===== config.mk =====
export PLATFORM = sky130hd
export DESIGN_NAME = sr_bank_arbiter
export DESIGN_NICKNAME = d
export VERILOG_FILES = /design/src/rtl/sr_bank_arbiter.sv
export SDC_FILE = /design/constraint.sdc
export NUM_CORES = 1
export LEC_CHECK = 0
export ABC_AREA = 1
export BUFFER_PORTS_ARGS = -buffer_cell sky130_fd_sc_hd__buf_4
export CORE_MARGIN = 2
export CORE_UTILIZATION = 55
export CTS_CLUSTER_DIAMETER = 80
export DETAILED_ROUTE_END_ITERATION = 8
export HOLD_SLACK_MARGIN = 0.05
export PLACE_DENSITY = 0.85
export SLEW_MARGIN = 20
export SYNTH_ARGS = -nofsm -noshare
export SYNTH_HDL_FRONTEND = slang
export SYNTH_SLANG_ARGS = --single-unit

===== constraint.sdc =====
create_clock -name clk -period 7.35 [get_ports clk]
set_clock_uncertainty 0.05 [all_clocks]
set_input_delay 1.47 -clock clk [delete_from_list [all_inputs] [get_ports clk]]
set_output_delay 1.47 -clock clk [all_outputs]
set_load 0.02 [all_outputs]

===== src/rtl/sr_bank_arbiter.sv =====
// Round-robin arbiter sharing a bank of SR flops among several requesters.
// Clears the bank after reset, keeps a shadow of every flop and flags illegal commands.
module sr_bank_arbiter #(
    parameter int NREQ = 4,
    parameter int NFF  = 8,
    parameter int IDXW = 3
) (
    input  logic                   clk,
    input  logic                   rst,
    input  logic [NREQ-1:0]        req_valid,
    input  logic [2*NREQ-1:0]      req_op,
    input  logic [IDXW*NREQ-1:0]   req_idx,
    output logic [NREQ-1:0]        req_ready,
    output logic [2*NFF-1:0]       sr_out,
    output logic [NFF-1:0]         q_shadow,
    output logic                   busy,
    output logic                   err,
    output logic [2:0]             err_id
);

    localparam int unsigned NR = NREQ;
    localparam int unsigned NF = NFF;

    typedef enum logic [1:0] {
        S_INIT,
        S_IDLE,
        S_APPLY,
        S_HOLD
    } state_t;

    state_t            r_state;
    state_t            w_state_nxt;
    logic [IDXW-1:0]   r_ini_cnt;
    logic [2:0]        r_rr_ptr;
    logic [1:0]        r_op;
    logic [IDXW-1:0]   r_idx;
    logic [2:0]        r_id;
    logic [NFF-1:0]    r_shadow;
    logic              r_err;
    logic [2:0]        r_err_id;

    logic              w_hit;
    logic [2:0]        w_win;
    logic [1:0]        w_win_op;
    logic [IDXW-1:0]   w_win_idx;
    logic              w_legal;
    int unsigned       w_best;
    int unsigned       w_dist;

    // Winner is the valid requester with the smallest distance above rr_ptr (mod NREQ).
    always_comb begin
        w_hit     = 1'b0;
        w_win     = '0;
        w_win_op  = '0;
        w_win_idx = '0;
        w_best    = NR;
        w_dist    = 0;
        for (int unsigned i = 0; i < NR; i++) begin
            w_dist = (i + NR - 32'(r_rr_ptr)) % NR;
            if (req_valid[i] && (w_dist < w_best)) begin
                w_best    = w_dist;
                w_hit     = 1'b1;
                w_win     = 3'(i);
                w_win_op  = req_op[2*i +: 2];
                w_win_idx = req_idx[IDXW*i +: IDXW];
            end
        end
    end

    assign w_legal = (r_op != 2'b11) && (32'(r_idx) < NF);

    always_comb begin
        w_state_nxt = r_state;
        sr_out      = '0;
        req_ready   = '0;
        busy        = 1'b1;
        case (r_state)
            S_INIT: begin
                for (int unsigned j = 0; j < NF; j++) begin
                    if (r_ini_cnt == IDXW'(j)) begin
                        sr_out[2*j +: 2] = 2'b01;
                    end
                end
                if (r_ini_cnt == IDXW'(NF - 1)) begin
                    w_state_nxt = S_IDLE;
                end
            end
            S_IDLE: begin
                busy = 1'b0;
                if (w_hit) begin
                    for (int unsigned i = 0; i < NR; i++) begin
                        req_ready[i] = (w_win == 3'(i));
                    end
                    w_state_nxt = S_APPLY;
                end
            end
            S_APPLY: begin
                for (int unsigned j = 0; j < NF; j++) begin
                    if (w_legal && (r_idx == IDXW'(j))) begin
                        sr_out[2*j +: 2] = r_op;
                    end
                end
                w_state_nxt = S_HOLD;
            end
            S_HOLD: begin
                w_state_nxt = S_IDLE;
            end
            default: begin
                w_state_nxt = S_INIT;
            end
        endcase
    end

    always_ff @(posedge clk) begin
        if (rst) begin
            r_state   <= S_INIT;
            r_ini_cnt <= '0;
            r_rr_ptr  <= '0;
            r_op      <= '0;
            r_idx     <= '0;
            r_id      <= '0;
            r_shadow  <= '0;
            r_err     <= 1'b0;
            r_err_id  <= '0;
        end else begin
            r_state <= w_state_nxt;
            case (r_state)
                S_INIT: begin
                    r_ini_cnt <= r_ini_cnt + 1'b1;
                    for (int unsigned j = 0; j < NF; j++) begin
                        if (r_ini_cnt == IDXW'(j)) begin
                            r_shadow[j] <= 1'b0;
                        end
                    end
                end
                S_IDLE: begin
                    if (w_hit) begin
                        r_op     <= w_win_op;
                        r_idx    <= w_win_idx;
                        r_id     <= w_win;
                        r_rr_ptr <= 3'((32'(w_win) + 1) % NR);
                    end
                end
                S_APPLY: begin
                    if (w_legal) begin
                        for (int unsigned j = 0; j < NF; j++) begin
                            if (r_idx == IDXW'(j)) begin
                                if (r_op == 2'b10) begin
                                    r_shadow[j] <= 1'b1;
                                end else if (r_op == 2'b01) begin
                                    r_shadow[j] <= 1'b0;
                                end
                            end
                        end
                    end else if (!r_err) begin
                        r_err    <= 1'b1;
                        r_err_id <= r_id;
                    end
                end
                default: ;
            endcase
        end
    end

    assign q_shadow = r_shadow;
    assign err      = r_err;
    assign err_id   = r_err_id;

endmodule


* Word level (Yosys, flattened, before mapping)
Cells that the tools add are included.
** Operators by class
- Bitwise operators :: 2
- Eq/ne operators :: 42
- Muxes and demuxes :: 61
- Magnitude comparators :: 4
- Divide/modulo/power cells :: 0
- Shift-type cells :: 0
- Multipliers :: 0
- Add/subtract/negate cells :: 6
- Reduce and logical (&&, ||, !) cells :: 29
** Operators with widths (number)
- less-than comparator 2 x 32 -> 1 bit :: 3
- two-way mux 32 bit :: 2
- AND reduction 5 bit :: 8
- != test 2 bit, second input constant :: 19
- two-way mux 1 bit :: 32
- one-hot mux 16 bit (2 select lines) :: 1
- two-way mux 2 bit :: 14
- equality test 3 bit, second input constant :: 8
- two-way mux 3 bit :: 7
- equality test 3 x 2 -> 1 bit, second input constant :: 6
- one-hot mux 8 bit (2 select lines) :: 1
- logical AND 1 bit :: 12
- equality test 3 x 1 -> 1 bit, second input constant :: 3
- zero test 3 bit :: 3
- two-way mux 4 bit :: 2
- two-way mux 8 bit :: 1
- one-hot mux 2 bit (4 select lines) :: 1
- equality test 2 bit, second input constant :: 3
- AND reduction 2 bit :: 3
- equality test 2 x 1 -> 1 bit, second input constant :: 2
- subtractor 1 x 2 -> 2 bit, first input constant :: 2
- subtractor 2 bit, first input constant :: 2
- adder 3 x 1 -> 3 bit, second input constant :: 1
- less-than comparator 2 x 3 -> 1 bit, second input constant :: 1
- 6 further kinds :: 7
** Storage, ports and cells
- RAM bits :: 0
- Memories kept :: 0
- Memory bits (read-only) :: 0
- Word-level logic and storage cells :: 160
- Register bits after elaboration :: 27
- Output and inout bits :: 33
- Input bits :: 26
- Bits in latches :: 0

* Logic depth before layout (Yosys ltp)
Gate-level depths: netlist (run 1).
- Word-level depth :: 16
- Depth in mapped cells :: 23
- Depth with buffers taken out :: 22

* Worst setup path before layout (run 1)
OpenSTA, ideal clock, no wires.
- Path type :: input port to output port
- From :: in req_valid[0]
- To :: out req_ready[1]
- Path buffers :: 2
- Stages :: 22
- Data required time :: 5830 ps
- Setup slack :: 1832 ps
- Data arrival time :: 3998 ps
- Path through :: buf_6 -> o21ai_4 -> nand2_4 -> o21ai_0 -> o21ai_0 -> ha_1 -> nand2_1 -> nand2_1 -> nand2_1 -> nand2_2 -> buf_2 -> nand2_1 -> o21ai_0 -> ha_1 -> nand2_1 -> nand2_2 -> nand2_4 -> nand2_8 -> o21ai_1 -> ha_1 -> inv_1 -> nor2_1
** Between the ends
- Longest elaborated chain between the ends :: 14
** Ends and longest elaborated chain
- from (decl) :: RTL line 10 : input logic [NREQ-1:0] req_valid,
- logical AND 1 bit (*) :: RTL line 60 : if (req_valid[i] && (w_dist < w_best)) begin
- two-way mux 3 bit (*) :: RTL line 60
- less-than comparator 2 x 32 -> 1 bit :: RTL line 60
- logical AND 1 bit :: RTL line 60
- two-way mux 32 bit :: RTL line 60
- less-than comparator 2 x 32 -> 1 bit :: RTL line 60
- logical AND 1 bit :: RTL line 60
- two-way mux 32 bit :: RTL line 60
- less-than comparator 2 x 32 -> 1 bit :: RTL line 60
- logical AND 1 bit :: RTL line 60
- two-way mux 3 bit (*) :: RTL line 60
- net w_win[0] :: RTL line 43 : logic [2:0] w_win;
- equality test 3 x 1 -> 1 bit (*) :: RTL line 92 : req_ready[i] = (w_win == 3'(i));
- two-way mux 4 bit (*) :: RTL line 90 : if (w_hit) begin
- two-way mux 4 bit (*) :: RTL line 77 : case (r_state)
- to (decl) :: RTL line 13 : output logic [NREQ-1:0] req_ready,
Mark *: on every way through the listed nets, which the timed path passes. The rest lies on a longest branch.

* Final worst setup path (run 1)
Same ends and word-level chain as after synthesis.

==> results of run 1 <==
power by group through the flow:
| stage | sequential, mW | clock [mW] | combinational (mW) |
|---|---|---|---|
| after floorplan | 0.238 | 0 | 0.399 |
| after global placement | 0.227 | 0 | 0.538 |
| after detailed placement | 0.228 | 0 | 0.552 |
| after CTS | 0.225 | 0.0618 | 0.556 |
| after global routing | 0.232 | 0.0665 | 0.619 |
| final | 0.226 | 0.0605 | 0.559 |
layout make-up:
cell class                 count  share of cell area
clock buffer                   3             0.00962
clock inverter                 1             0.00214
inverter                      49              0.0786
multi-input combinational    191               0.489
sequential                    25               0.214
tap                           46              0.0246
timing repair buffer          57               0.183
per-stage QoR:
stage	area, um2	hold WS [ps]	power [mW]
final	2340	404	0.845
after global routing	2340	430	0.917
after CTS	2340	407	0.843
after floorplan	1900	380	0.636
after detailed placement	2310	388	0.780
after global placement	2310	385	0.765
worst max-delay path, delay by kind of cell:
family	cells	cell delay (ps)
AOI/OAI and AO/OA	4	590
and+or+nand+nor	11	1020
adders and majority gates	3	750
buffers and inverters	3	340
sequential cells by signal, indices dropped and copies added (netlist names):
register and cells:
r_rr_ptr 2, r_idx 3, r_ini_cnt 3, err 1, r_id 2, err_id 2
q_shadow 8, r_op 2, r_state 2
final timing paths:
kind,from,to,slack [ps],cells after the start
setup / recovery,req_valid[0],req_ready[1],1650,21
hold / removal,q_shadow[0],q_shadow[0],400,2
setup reg to reg,r_rr_ptr[0],r_rr_ptr[1],4110,19
hold reg to reg,q_shadow[0],q_shadow[0],400,2
Yosys cell counts:
master     n
inv_2      6
inv_1     43
nand2_8    1
o211ai_4   1
nand2_1   33
o221ai_1   1
dfxtp_1   25
buf_2      3
o31ai_1    2
ha_1      16
o21ai_0   30
a21oi_1   26
o21ai_4    1
nand4_1    2
a21oi_2    1
o211ai_1   3
xnor2_1    1
nor4_1     1
or2_4      2
o32ai_1    6
nor2_1    17
nand2_2    3
o22ai_1    1
conb_1     1
buf_6      2
clkbuf_1   7
nand2_4    3
nor3_1     4
buf_4      1
o21ai_1    1
nand3_1   32
o21ai_2    2
kinds of logic (layout without fill, tap and decap cells):
logic type,after synthesis,after routing,share of synthesized area
xor+xnor,1,1,0.00461
buf+inv,62,110,0.134
simple gates,98,98,0.251
flops,25,25,0.264
other cells,1,1,0.00197
compound gates,75,75,0.239
fa+ha+maj,16,16,0.105
per-layer routing:
| layer | track usage | vias to the layer above | wire [um] |
|---|---|---|---|
| met5 | 0 | - | 0 |
| met2 | 0.394 | 54 | 2170 |
| li1 | - | 1015 | - |
| met4 | 0.0389 | 0 | 19 |
| met3 | 0.0414 | 2 | 274 |
| met1 | 0.273 | 856 | 1960 |
==> flow_summary.toml, run 1 <==
[sta]
finalCritPeriodShare = 0.776
max_freq_mhz = 175
setup_viol = 0
setup_ws_ps = 1650
rsz0062_at_grt = "false"
hold_viol_final = 0
final.setup.tns_ps = 0
maxSlewViolCount = 0
fin_crit_ps = 5700

[worst_setup_path]
cp_slowest_stage_delay_ps = 280
cp-end-kind = "primary output"
cp_cell_sequence = "buf_4 > o21ai_4 > nand2_4 > o21ai_0 > ha_1 > nand2_1 > nand2_1 > nand2_1 > nand2_2 > nand2_1 > o21ai_0 > ha_1 > nand2_1 > nand2_2 > nand2_4 > nand2_8 > o21ai_1 > ha_1 > inv_1 > nor2_1 > buf_4"
arrival_ps = 4180
critPathSlowestCell = "ha_1"
crit_fanout = 15
required_ps = 5830
worstSetupPathType = "primary input to primary output"
crit_path_frequent_cell = "nand2_1"
crit_path_start_kind = "primary input"

[final_layout]
n_fill_cell = 295
finalNonFillerCells = 372
register_area_um2 = 500
final_cell_mix = "buf_4, inv_1, nand2_1"
drive_above_1_share = 0.248
multi_input_area_mm2 = 0.00114
utilization = 0.702
layout_commonest_cell = "buf_4"
fin_nets = 369
area_growth_pct = 23.3
insertedDiodeCount = 0

[route]
vias = 1927
routed_wl_um = 4430
vias_per_cell = 5.18
drc = 0
drtAntennaViolNets = 0
routedWlPerCell_um = 11.9
dr.pass1.iters = 4
drt_iter0_drc = 120

[cts]
cts_buffers = 3
clk_path_buf_depth = 2
clock_latency_ps = 320
cts_tree = "yes"
clockRootBuffer = "clkbuf_4"
cts_setup_buffers = 0
clkTransAtPathRegs_ps = 140
cts_hold_buffers = 0
post_cts_resized = 0
cts_max_level = 1
clock_sinks = 25

[yosys]
ys_ff_latch = 25
synth_top_cell_area_share = 0.264
netlist-cell-type-count = 32
synthesis.area_mm2 = 0.00190
yosysWarnings = 0
yosysTopAreaCell = "dfxtp_1"
synth_nets = 320
syn_area_per_cell_um2 = 6.83
ys_top_cells_by_area = "dfxtp_1, ha_1, inv_1"
ys_seq_area_frac = 0.264
syn_inst = 278

[status]
status = "complete, no violations"

[pwr]
switchingPower_mw = 0.439
combPwrFrac = 0.661
seqPwrFrac = 0.267
clock_power_share = 0.072
p_int_mw = 0.406
power.share.switching = 0.519
vdd_drop_max_mv = 0.159
p_per_area_mw_per_mm2 = 361
power_leakage_nw = 1.10

[global_route]
grt_max_degree = 17
grt_antenna_before_repair = 0
grt_util_all_layers = 0.219
overflow = 0
grt_pass1_wl_um = 7200
first_global_vias = 1754

[die]
num_rows = 21
dieWidth_um = 62.8
die_height_um = 62.8
ioPinCount = 59
die_area_mm2 = 0.00394
coreArea_mm2 = 0.00334
start_util = 0.569

[placed_design]
place_congestion = 0.890
pre_cts_ws_ps = 1670
portBuffers = 57
place_hpwl_um = 3500
dp_cells = 368

[worst_hold_path]
holdCritPathClass = "register to register"

[flow_run]
max_cap_viol_count = 0
(Power assumes the default switching activity.)
==> run 2, diff against run 1 <==
--- a/config.mk
+++ b/config.mk
@@ -8,11 +8,11 @@
 export ABC_AREA = 1
 export BUFFER_PORTS_ARGS = -buffer_cell sky130_fd_sc_hd__buf_4
 export CORE_MARGIN = 2
-export CORE_UTILIZATION = 55
+export CORE_UTILIZATION = 51
 export CTS_CLUSTER_DIAMETER = 80
 export DETAILED_ROUTE_END_ITERATION = 8
 export HOLD_SLACK_MARGIN = 0.05
-export PLACE_DENSITY = 0.85
+export PLACE_DENSITY = 0.8
 export SLEW_MARGIN = 20
 export SYNTH_ARGS = -nofsm -noshare
 export SYNTH_HDL_FRONTEND = slang
==> constraint.sdc (replaced) <==
create_clock -name clk -period 5.55 [get_ports clk]
set_clock_uncertainty 0.05 [all_clocks]
set_input_delay 1.11 -clock clk [delete_from_list [all_inputs] [get_ports clk]]
set_output_delay 1.11 -clock clk [all_outputs]
set_load 0.02 [all_outputs]
==> flow_summary.toml, run 2 (synthesized netlist as in run 1, its figures left out) <==
[global_route]
grt_pass1_wl_um = 8070
grt_antenna_before_repair = 0
first_global_vias = 1891
grt_max_degree = 17
grt_util_all_layers = 0.237
overflow = 0

[worst_setup_path]
r2r_cells = 19
required_ps = 4390
worstSetupPathType = "primary input to primary output"
arrival_ps = 3820
reg2reg_slack_ps = 2300
crit_fanout = 15
reg2reg_to = "r_rr_ptr[1]"
crit_path_start_kind = "primary input"
r2r_start = "r_rr_ptr[0]"
cp-end-kind = "primary output"

[route]
vias = 1979
drtAntennaViolNets = 0
route.met3.wl_um = 192
highest_layer = "met4"
drc = 0
met2_length_um = 2400
drt_iter0_drc = 96
vias_per_cell = 5.29
routed_wl_um = 4710
wl_met1_um = 2080
dr.pass1.iters = 4
routedWlPerCell_um = 12.6

[final_layout]
area_growth_pct = 24.4
drive_above_1_share = 0.248
layout_commonest_cell = "buf_4"
utilization = 0.650
final_cell_mix = "buf_4, inv_1, nand2_1"
largest_reg_flops = 8
insertedDiodeCount = 0
fin_nets = 369

[die]
dieWidth_um = 65.0
start_util = 0.523
die_area_mm2 = 0.00423
num_rows = 22
coreArea_mm2 = 0.00363
die_height_um = 65.0
ioPinCount = 59

[pwr]
p_int_mw = 0.563
power_leakage_nw = 1.11
seqPwrFrac = 0.261
combPwrFrac = 0.646
power.share.switching = 0.510
total_power_mw = 1.15
clock_power_share = 0.094
switchingPower_mw = 0.587
p_per_area_mw_per_mm2 = 487
vdd_drop_max_mv = 0.241

[sta]
max_freq_mhz = 201
finalCritPeriodShare = 0.898
whs_ps = 399
rsz0062_at_grt = "false"
fin_crit_ps = 4980
final.setup.tns_ps = 0
setup_viol = 0
maxSlewViolCount = 0
hold_viol_final = 0

[cts]
cts_tree = "yes"
cts_buffers = 3
clkTransAtPathRegs_ps = 90
clock_sinks = 25
cts_max_level = 1
clockRootBuffer = "clkbuf_8"
post_cts_resized = 0
clock_latency_ps = 260
clk_path_buf_depth = 2
cts_setup_buffers = 0
cts_hold_buffers = 0

[status]
status = "complete, no violations"

[flow_run]
max_cap_viol_count = 0

[worst_hold_path]
holdCritStartpoint = "q_shadow[6]"
hold_end = "q_shadow[6]"
holdCritPathClass = "register to register"
holdPathStages = 2

[placed_design]
portBuffers = 57
place_congestion = 0.912
place_hpwl_um = 3740
[run 2: cell counts in the layout (fill, tap and decap cells not counted)]
No cell type changed its count.
[run 2: cell type report]
class                   count  area (um2)
well taps                  48        60.1
flip-flops and latches     25         500
fillers                   345        1270
multi-input cells         191        1140
repair buffers             57         428
inverters                  49         184
clock inverters             1        5.00
clock buffers               3        41.3
[run 2: power groups by stage]
stage	logic (mW)	clock network (mW)	registers, mW
after global placement	0.722	0	0.301
after floorplan	0.528	0	0.315
after CTS	0.740	0.111	0.300
final	0.743	0.108	0.300
after global routing	0.838	0.116	0.309
after detailed placement	0.734	0	0.305
[run 2: routing by layer]
layer,up-vias,global-route usage
li1,1016,-
met3,4,0.0382
met1,914,0.292
met2,45,0.438
met4,0,0.0391
met5,-,0
[run 2: worst max path at each step]
stage / start / end / cells after the start
final: req_valid[0] / req_ready[1] / 21
after global routing: req_valid[0] / req_ready[2] / 22
after CTS: req_valid[0] / req_ready[1] / 22
after detailed placement: req_valid[0] / req_ready[1] / 22
after global placement: req_valid[0] / req_ready[1] / 21
after floorplan: req_valid[0] / req_ready[1] / 22
[run 2: worst max-delay path, cell delays in order]
cell	delay, ps
buf_4	150
o21ai_4	100
nand2_4	130
o21ai_0	250
ha_1	280
nand2_1	60
nand2_1	50
nand2_1	60
nand2_2	170
nand2_1	120
o21ai_0	90
ha_1	290
nand2_1	80
nand2_2	60
nand2_4	110
nand2_8	90
o21ai_1	140
ha_1	190
inv_1	40
nor2_1	90
buf_4	150
[run 2: per-stage QoR]
stage | setup WS (ps) | area, um2 | cells
floorplan | 752 | 1900 | 278
global placement | 709 | 2320 | 370
detailed placement | 631 | 2320 | 370
CTS | 601 | 2360 | 374
global route | 297 | 2360 | 374
finish | 568 | 2360 | 374
